--- config.mk ---
export PLATFORM = sky130hd
export DESIGN_NAME = bcd_scan_display_flat
export DESIGN_NICKNAME = d
export VERILOG_FILES = /design/src/rtl/bcd_scan_display_if.sv /design/src/rtl/bcd_scan_display.sv /design/src/flat_wrapper.sv
export SDC_FILE = /design/constraint.sdc
export NUM_CORES = 1
export LEC_CHECK = 0
export BUFFER_PORTS_ARGS = -buffer_cell sky130_fd_sc_hd__buf_2
export CAP_MARGIN = 20
export CORE_ASPECT_RATIO = 0.75
export CORE_MARGIN = 5
export CORE_UTILIZATION = 55
export DETAILED_ROUTE_END_ITERATION = 16
export HOLD_SLACK_MARGIN = 0.12
export MAX_ROUTING_LAYER = met4
export PLACE_DENSITY = 0.76
export SLEW_MARGIN = 10
export SYNTH_ARGS = -nofsm -noshare
export SYNTH_HDL_FRONTEND = slang
export SYNTH_SLANG_ARGS = --single-unit
--- constraint.sdc ---
create_clock -name clk -period 3.35 [get_ports clk]
set_input_delay 0.67 -clock clk [delete_from_list [all_inputs] [get_ports clk]]
set_output_delay 0.67 -clock clk [all_outputs]
set_load 0.01 [all_outputs]
--- src/rtl/bcd_scan_display_if.sv ---
// Display bus for bcd_scan_display.
// The master side supplies the BCD word, the decimal-point mask and the blanking control.
// The slave side (the scanner) returns the segment, decimal-point and anode drives,
// along with the frame-done strobe.
interface bcd_scan_display_if #(
    parameter int DIGITS = 6
);
    logic                  load;
    logic [DIGITS*4-1:0]   bcd_in;
    logic [DIGITS-1:0]     dp_mask;
    logic                  blank_lz;
    logic [6:0]            seg;
    logic                  dp;
    logic [DIGITS-1:0]     an;
    logic                  frame_done;

    modport master (
        output load, bcd_in, dp_mask, blank_lz,
        input  seg, dp, an, frame_done
    );

    modport slave (
        input  load, bcd_in, dp_mask, blank_lz,
        output seg, dp, an, frame_done
    );
endinterface

--- src/rtl/bcd_scan_display.sv ---
// Time-multiplexed 7-segment scanner for a packed BCD word.
// The scanner shows one digit per scan slot. It supports leading-zero blanking
// and a decimal point for each digit. A newly loaded value is held in a pending
// register and becomes the displayed value only at a frame boundary, so a
// single frame never shows a mix of old and new digits.
module bcd_scan_display #(
    parameter int DIGITS         = 6,
    parameter int SCAN_DIV       = 5000,
    parameter bit SEG_ACTIVE_LOW = 1'b1,
    parameter bit AN_ACTIVE_LOW  = 1'b1
) (
    input  logic                 clk,
    input  logic                 rst,
    bcd_scan_display_if.slave    bus
);
    localparam int PW = (SCAN_DIV > 2) ? $clog2(SCAN_DIV) : 1;
    localparam int IW = (DIGITS > 1) ? $clog2(DIGITS) : 1;

    // XOR masks that turn an active-high pattern into the pin polarity
    localparam logic [6:0]        SEG_OFF = {7{SEG_ACTIVE_LOW}};
    localparam logic              DP_OFF  = SEG_ACTIVE_LOW;
    localparam logic [DIGITS-1:0] AN_OFF  = {DIGITS{AN_ACTIVE_LOW}};

    // Active-high segment pattern (seg[0]=a .. seg[6]=g); non-decimal nibbles show a dash
    function automatic logic [6:0] decode_digit(input logic [3:0] nib);
        logic [6:0] pat;
        case (nib)
            4'd0:    pat = 7'h3F;
            4'd1:    pat = 7'h06;
            4'd2:    pat = 7'h5B;
            4'd3:    pat = 7'h4F;
            4'd4:    pat = 7'h66;
            4'd5:    pat = 7'h6D;
            4'd6:    pat = 7'h7D;
            4'd7:    pat = 7'h07;
            4'd8:    pat = 7'h7F;
            4'd9:    pat = 7'h6F;
            default: pat = 7'h40;
        endcase
        return pat;
    endfunction

    logic [PW-1:0]          prescale_r;
    logic [IW-1:0]          idx_r;
    logic [DIGITS*4-1:0]    disp_bcd_r;
    logic [DIGITS-1:0]      disp_dp_r;
    logic [DIGITS*4-1:0]    pend_bcd_r;
    logic [DIGITS-1:0]      pend_dp_r;
    logic                   pend_flag_r;
    logic [6:0]             seg_r;
    logic                   dp_r;
    logic [DIGITS-1:0]      an_r;
    logic                   frame_done_r;

    logic                   tick_s;
    logic                   last_digit_s;
    logic                   boundary_s;
    logic [3:0]             cur_nib_s;
    logic                   cur_dp_s;
    logic                   cur_zero_above_s;
    logic [DIGITS-1:0]      onehot_s;
    logic [DIGITS-1:0]      zero_above_s;
    logic                   zero_acc_s;
    logic                   blank_s;
    logic [6:0]             seg_lit_s;

    assign tick_s       = (prescale_r == PW'(SCAN_DIV - 1));
    assign last_digit_s = (idx_r == IW'(DIGITS - 1));
    assign boundary_s   = tick_s && last_digit_s;

    // Select the current digit and work out which digits sit above the last nonzero digit
    always_comb begin
        cur_nib_s        = 4'h0;
        cur_dp_s         = 1'b0;
        cur_zero_above_s = 1'b0;
        onehot_s         = {DIGITS{1'b0}};
        zero_above_s     = {DIGITS{1'b0}};
        zero_acc_s       = 1'b1;
        // Walk from the most significant digit down: each bit is set while all higher digits are zero
        for (int i = DIGITS - 1; i >= 0; i--) begin
            zero_acc_s      = zero_acc_s & (disp_bcd_r[i*4 +: 4] == 4'h0);
            zero_above_s[i] = zero_acc_s;
        end
        for (int i = 0; i < DIGITS; i++) begin
            if (idx_r == IW'(i)) begin
                cur_nib_s        = disp_bcd_r[i*4 +: 4];
                cur_dp_s         = disp_dp_r[i];
                cur_zero_above_s = zero_above_s[i];
                onehot_s[i]      = 1'b1;
            end else begin
                onehot_s[i]      = 1'b0;
            end
        end
        // Digit 0 always shows a digit, so a value of zero still displays "0"
        blank_s = bus.blank_lz && (idx_r != {IW{1'b0}}) && cur_zero_above_s;
        if (blank_s) begin
            seg_lit_s = 7'h00;
        end else begin
            seg_lit_s = decode_digit(cur_nib_s);
        end
    end

    // Scan-slot prescaler: counts from 0 to SCAN_DIV-1 and then wraps to 0
    always_ff @(posedge clk or posedge rst) begin
        if (rst) begin
            prescale_r <= {PW{1'b0}};
        end else if (tick_s) begin
            prescale_r <= {PW{1'b0}};
        end else begin
            prescale_r <= prescale_r + PW'(1);
        end
    end

    // Digit index: advances once per slot and wraps after the most significant digit
    always_ff @(posedge clk or posedge rst) begin
        if (rst) begin
            idx_r <= {IW{1'b0}};
        end else if (tick_s) begin
            if (last_digit_s) begin
                idx_r <= {IW{1'b0}};
            end else begin
                idx_r <= idx_r + IW'(1);
            end
        end
    end

    // Capture loads into pending; promote pending to the display only at a frame boundary
    always_ff @(posedge clk or posedge rst) begin
        if (rst) begin
            disp_bcd_r  <= {(DIGITS*4){1'b0}};
            disp_dp_r   <= {DIGITS{1'b0}};
            pend_bcd_r  <= {(DIGITS*4){1'b0}};
            pend_dp_r   <= {DIGITS{1'b0}};
            pend_flag_r <= 1'b0;
        end else if (bus.load) begin
            pend_bcd_r <= bus.bcd_in;
            pend_dp_r  <= bus.dp_mask;
            if (boundary_s) begin
                // A load that coincides with the boundary is already frame-aligned
                disp_bcd_r  <= bus.bcd_in;
                disp_dp_r   <= bus.dp_mask;
                pend_flag_r <= 1'b0;
            end else begin
                pend_flag_r <= 1'b1;
            end
        end else if (boundary_s && pend_flag_r) begin
            disp_bcd_r  <= pend_bcd_r;
            disp_dp_r   <= pend_dp_r;
            pend_flag_r <= 1'b0;
        end
    end

    // Registered pin drives: update once per slot and hold for the rest of the slot
    always_ff @(posedge clk or posedge rst) begin
        if (rst) begin
            seg_r        <= SEG_OFF;
            dp_r         <= DP_OFF;
            an_r         <= AN_OFF;
            frame_done_r <= 1'b0;
        end else begin
            frame_done_r <= boundary_s;
            if (tick_s) begin
                seg_r <= seg_lit_s ^ SEG_OFF;
                dp_r  <= cur_dp_s ^ DP_OFF;
                an_r  <= onehot_s ^ AN_OFF;
            end
        end
    end

    assign bus.seg        = seg_r;
    assign bus.dp         = dp_r;
    assign bus.an         = an_r;
    assign bus.frame_done = frame_done_r;

endmodule

--- src/flat_wrapper.sv ---
// flat-port wrapper written by rule: the top's interface ports become plain ports
module bcd_scan_display_flat 
#(
    parameter int DIGITS         = 6,
    parameter int SCAN_DIV       = 5000,
    parameter bit SEG_ACTIVE_LOW = 1'b1,
    parameter bit AN_ACTIVE_LOW  = 1'b1
)
  (clk, rst, bus_load, bus_bcd_in, bus_dp_mask, bus_blank_lz, bus_seg, bus_dp, bus_an, bus_frame_done);
  bcd_scan_display_if #(.DIGITS(DIGITS)) bus_i ();
  input  logic clk;
  input  logic rst;
  input wire logic [$bits(bus_i.load)-1:0] bus_load;
  input wire logic [$bits(bus_i.bcd_in)-1:0] bus_bcd_in;
  input wire logic [$bits(bus_i.dp_mask)-1:0] bus_dp_mask;
  input wire logic [$bits(bus_i.blank_lz)-1:0] bus_blank_lz;
  output wire logic [$bits(bus_i.seg)-1:0] bus_seg;
  output wire logic [$bits(bus_i.dp)-1:0] bus_dp;
  output wire logic [$bits(bus_i.an)-1:0] bus_an;
  output wire logic [$bits(bus_i.frame_done)-1:0] bus_frame_done;
  assign bus_i.load = bus_load;
  assign bus_i.bcd_in = bus_bcd_in;
  assign bus_i.dp_mask = bus_dp_mask;
  assign bus_i.blank_lz = bus_blank_lz;
  assign bus_seg = bus_i.seg;
  assign bus_dp = bus_i.dp;
  assign bus_an = bus_i.an;
  assign bus_frame_done = bus_i.frame_done;
  bcd_scan_display #(.DIGITS(DIGITS), .SCAN_DIV(SCAN_DIV), .SEG_ACTIVE_LOW(SEG_ACTIVE_LOW), .AN_ACTIVE_LOW(AN_ACTIVE_LOW)) u_core (.clk(clk), .rst(rst), .bus(bus_i));
endmodule
Word level (Yosys, flattened, before mapping)
Memory sizes are Yosys's and may differ from the RTL's.
Index checks and enable logic that the tools add are counted.
{"block": "word_totals", "ff_bits": 92, "rom_bits": 112, "output_inout_bits": 15, "memories": 1}
{"name": "(name not given)", "words": 16, "word_bits": 7, "read_ports": 1, "rd_ports_with_merged_regs": 0, "write_ports": 0, "line_no": "bcd_scan_display.sv:27", "text": "case (nib)"}
{"block": "classes", "n_addsub": 2, "n_eq_ne": 7, "mux": 36, "n_bitwise": 8, "n_reduce_logical": 14}
{"cell": "$mux W24", "n": 3}
{"cell": "$logic_not A4 Y1", "n": 6}
{"cell": "$mux W4", "n": 6}
{"cell": "$mux W1", "n": 21}
{"cell": "$mux W6", "n": 3}
{"cell": "$add A13 B1 Y13 const B", "n": 1}
{"cell": "$eq A13 B13 Y1 const B", "n": 1}
{"cell": "$mux W13", "n": 1}
{"cell": "$mux W7", "n": 1}
{"cell": "$not A7 Y7", "n": 1}
{"cell": "$eq A3 B2 Y1 const B", "n": 2}
{"cell": "$eq A3 B3 Y1 const B", "n": 2}
{"cell": "$not A6 Y6", "n": 1}
{"cell": "$and A1 B1 Y1", "n": 5}
{"cell": "$logic_and A1 B1 Y1", "n": 4}
{"cell": "$add A3 B1 Y3 const B", "n": 1}
{"cell": "$eq A3 B1 Y1 const B", "n": 1}
{"cell": "$logic_not A3 Y1", "n": 1}
{"cell": "$mux W3", "n": 1}
{"cell": "$reduce_bool A3 Y1", "n": 1}
{"cell": "$ne A2 B1 Y1 const B", "n": 1}
{"cell": "$reduce_and A2 Y1", "n": 1}
{"cell": "$reduce_bool A2 Y1", "n": 1}
{"cell": "$not A1 Y1", "n": 1}

Longest topological paths before layout
{"block": "logic_depth", "depth_word": 15, "depth_mapped": 14}

Least setup slack after synthesis
OpenSTA, ideal clock, no wires.
{"block": "synth_timing", "kind": "register to register", "start": "reg u_core.idx_r[0]", "end": "reg u_core.seg_r[6], in the netlist u_core.bus.seg[6]", "setup_time_ns": 0.077, "arrival_time_ns": 2.886, "t_required_ns": 3.273, "slack_ns": 0.388, "stages_incl_launch_ff": 14, "path_buffers": 3, "synth_period_minus_slack_ns": 2.962, "cell_sequence": "dfrtp_1 -> buf_2 -> clkbuf_1 -> and2_1 -> ha_1 -> clkbuf_1 -> nand2b_1 -> o311ai_0 -> inv_1 -> ha_1 -> inv_1 -> a211oi_1 -> and3_1 -> a21o_1"}
{"block": "synth_between", "elab_chain_cells": 10, "elab_cells_between_ends": 24}
{"item": "from (decl)", "line_no": "bcd_scan_display.sv:44", "text": "logic [IW-1:0] idx_r;"}
{"item": "from (signal assigned)", "line_no": "bcd_scan_display.sv:117", "text": "idx_r <= {IW{1'b0}};"}
{"item": "from (signal assigned)", "line_no": "bcd_scan_display.sv:120", "text": "idx_r <= {IW{1'b0}};"}
{"item": "from (signal assigned)", "line_no": "bcd_scan_display.sv:122", "text": "idx_r <= idx_r + IW'(1);"}
{"item": "$logic_not A3 Y1", "line_no": "bcd_scan_display.sv:85", "text": "if (idx_r == IW'(i)) begin"}
{"item": "$mux W4 / $mux W1 (equally long branches) (6 in series)", "line_no": "bcd_scan_display.sv:85"}
{"item": "$mem_v2 Z16 W7 / $logic_and A1 B1 Y1 (equally long branches)"}
{"item": "$mux W7 (*)", "line_no": "bcd_scan_display.sv:96", "text": "if (blank_s) begin"}
{"item": "$not A7 Y7 (no line) (*)"}
{"item": "to (signal assigned)", "line_no": "bcd_scan_display.sv:163", "text": "seg_r <= seg_lit_s ^ SEG_OFF;"}
{"item": "to (decl)", "line_no": "bcd_scan_display.sv:50", "text": "logic [6:0] seg_r;"}
Mark *: on every way between the ends. The rest lies on a longest branch, timed or not.
A chain may end at the register's enable or synchronous reset.

Final worst setup path
{"block": "layout_timing", "start": "reg u_core.idx_r[1]", "end": "reg u_core.seg_r[6], in the netlist u_core.bus.seg[6]"}
Same word-level chain as after synthesis.

==> reports/qor.csv <==
metric;value;unit
p_total;2.071;mW
synth_cell_types;51;
vias;2718;
fmax;0.3595;GHz
maxUsedRoutingLayer;met4;
drv_cap;0;
p_leak;2.305;nW
hold_viol_final;0;
timing.final.crit_period;2.781;ns
dpl.hpwl;5832;microns
r2r-start;u_core.idx_r[1];
clk_latency;0.35;ns
setup_ws;0.5685;ns
crit_cells;11;
slowest_delay;0.58;ns
seq_area_frac_synth;0.5402;
slowest_stage;dfrtp_1;
fillers;579;
drt_iter0_drc;131;
clock_skew;0.005585;ns
final_util;0.6514;
yosysTopAreaCellShare;0.4545;
grtUsageTotal;0.1804;
final_cell_mix;dfrtp_1, buf_2, mux2_2;
regToRegEndpoint;u_core.bus.seg[6];
synthTopCellsByArea;dfrtp_1, mux2_4, mux2_2;
final_cell_area;0.004863;sq mm
vias_per_cell;5.536;
grt_overflow;0;
wl_met3;427;microns
fp.dieW;112.0;microns
area_growth;13.26;%
yosys.area.top_type;dfrtp_1;
tightest_slew;1.034;ns
placement.cell_area;0.004638;sq mm
nets;426;
cts_max_path_buffers;2;
grt_pass1_wl;13630;microns
ys_seq_elements;92;
holdWs;0.4441;ns
antenna_found_initial;0;
ys_warn_count;0;
ios;49;
cp-endpoint;u_core.bus.seg[6];
start_kind;register;
cts_tree;built;
drive_gt1_frac;0.3974;
die_h;86.52;microns
instances_no_fill;491;
cp_max_fo;19;
ctsHoldBuffers;0;
dieArea;0.009693;sq mm
cp_top_family;compound AO/OA/AOI/OAI gates;
gp_congestion;0.9047;
diodes;0;
cts_root_buf;clkbuf_8;
initial_core_util;0.5752;
ir_drop;358.0;uV
drt_wl_total;7935;microns
clock_sinks;92;
core.rowCount;27;
synth_cells;337;
slew_viol_final;0;
avgSynthCellArea;12.74;sq um
firstDrtPassIters;4;
crit_type;reg -> reg;
setup_viol;0;
cts_buffers;9;
post-place-cells;475;
grt_setup_unrepaired;no;
first_global_vias;2820;
dr_wl_met2;3424;microns
rrSetupSlack;0.57;ns
crit_arrival;3.08;ns
syn_area;0.004294;sq mm
place.port_buffers;48;
m1WireLength;3949;microns
drc;0;
grt_max_degree;52;
status;finished clean;
wl_per_cell;16.16;microns
fin_crit_sh;0.8303;
worst_slew_margin_rel;0.3079;
hold_class;in -> async;
fin_setup_tns;0;ns
clk_pin_slew;0.08;ns
powerDensity;425.8;mW/mm^2
required;3.65;ns
critPathBufInv;2;
cts_resized;0;
pre_cts_ws;0.6275;ns
critical_path.cell_chain;and2_1 -> ha_1 -> nor2_1 -> o311ai_0 -> o211a_1 -> inv_1 -> ha_1 -> inv_1 -> a211oi_1 -> and3_1 -> a21o_1;
ctsHtreeMaxLevel;3;
cts_setup_buffers;0;
syn_nets;378;
final_common_cell;dfrtp_1;
endpoint_kind;register;
reg2reg_depth;11;
postRouteAntennaNets;0;
startpoint;u_core.idx_r[1];
core_area;0.007466;sq mm
## power breakdown
group,internal [mW],total [mW],switching [mW]
registers,1.15,1.15,0.00880
clock network,0.443,0.811,0.368
logic,0.0514,0.105,0.0538
total,1.64,2.07,0.430
## cell families (layout without fill, tap and decap cells)
| logic type | count (synthesis) | count (layout) | synth area share |
|---|---|---|---|
| adder cells (fa/ha/maj) | 7 | 7 | 0.02040 |
| flip-flops | 92 | 92 | 0.5402 |
| AND/OR/NAND/NOR | 88 | 88 | 0.1125 |
| buffers and inverters | 24 | 77 | 0.02826 |
| XOR/XNOR | 11 | 11 | 0.02244 |
| multiplexers | 71 | 71 | 0.2101 |
| AO/OA/AOI/OAI | 44 | 44 | 0.06614 |
## how the worst min path moves through the flow
stage	slack, ns	from	endpoint
2_1_floorplan	0.43	u_core.prescale_r[0]	u_core.prescale_r[0]
3_3_place_gp	0.45	u_core.prescale_r[0]	u_core.prescale_r[0]
3_5_place_dp	0.45	u_core.prescale_r[0]	u_core.prescale_r[0]
4_1_cts	0.46	u_core.prescale_r[0]	u_core.prescale_r[0]
5_1_grt	0.49	u_core.prescale_r[0]	u_core.prescale_r[0]
6_report	0.44	rst	u_core.pend_dp_r[4]
## state kept, by name, indices dropped and copies added, names as in the netlist
name                   cells
u_core.bus.dp              1
u_core.pend_dp_r           6
u_core.pend_bcd_r         24
u_core.disp_bcd_r         24
u_core.prescale_r         13
u_core.bus.seg             7
u_core.bus.an              6
u_core.pend_flag_r         1
u_core.idx_r               3
u_core.bus.frame_done      1
u_core.disp_dp_r           6
## cell usage after synthesis (all sizes together)
library cell,instances
a41o,1
a32oi,1
dfstp,14
o311ai,2
mux2,63
nor2b,1
a2111oi,1
xnor2,5
and2,3
a21oi,9
nand4,1
o211a,1
xor2,6
nand3,9
or4,2
o221ai,1
buf,10
and3,4
or2,1
ha,7
nand4b,1
or3,3
or4b,2
o21a,2
a41oi,1
o21ai,14
nor3b,2
nor3,4
a21o,1
a31oi,4
a211oi,1
nor4,6
nor2,22
o31ai,2
nand2b,5
inv,7
a22oi,2
clkbuf,7
nand3b,4
a21boi,1
mux2i,8
dfrtp,78
nand2,18
## layer usage
metal  vias to the layer above  GRT usage
met4                         0    0.05677
met2                        77     0.2508
li1                       1294          -
met5                         -          -
met3                        17    0.05304
met1                      1330     0.2557
## cell type report
| cell class | count | area (sq um) | share of cell area |
|---|---|---|---|
| clock inverters | 5 | 83.83 | 0.01724 |
| repair buffers | 54 | 297.8 | 0.06123 |
| flip-flops and latches | 92 | 2320 | 0.4770 |
| well taps | 101 | 126.4 | 0.02598 |
| clock buffers | 11 | 141.4 | 0.02907 |
| multi-input cells | 221 | 1867 | 0.3838 |
| inverters | 7 | 27.53 | 0.005660 |
(Power assumes the default switching activity.)
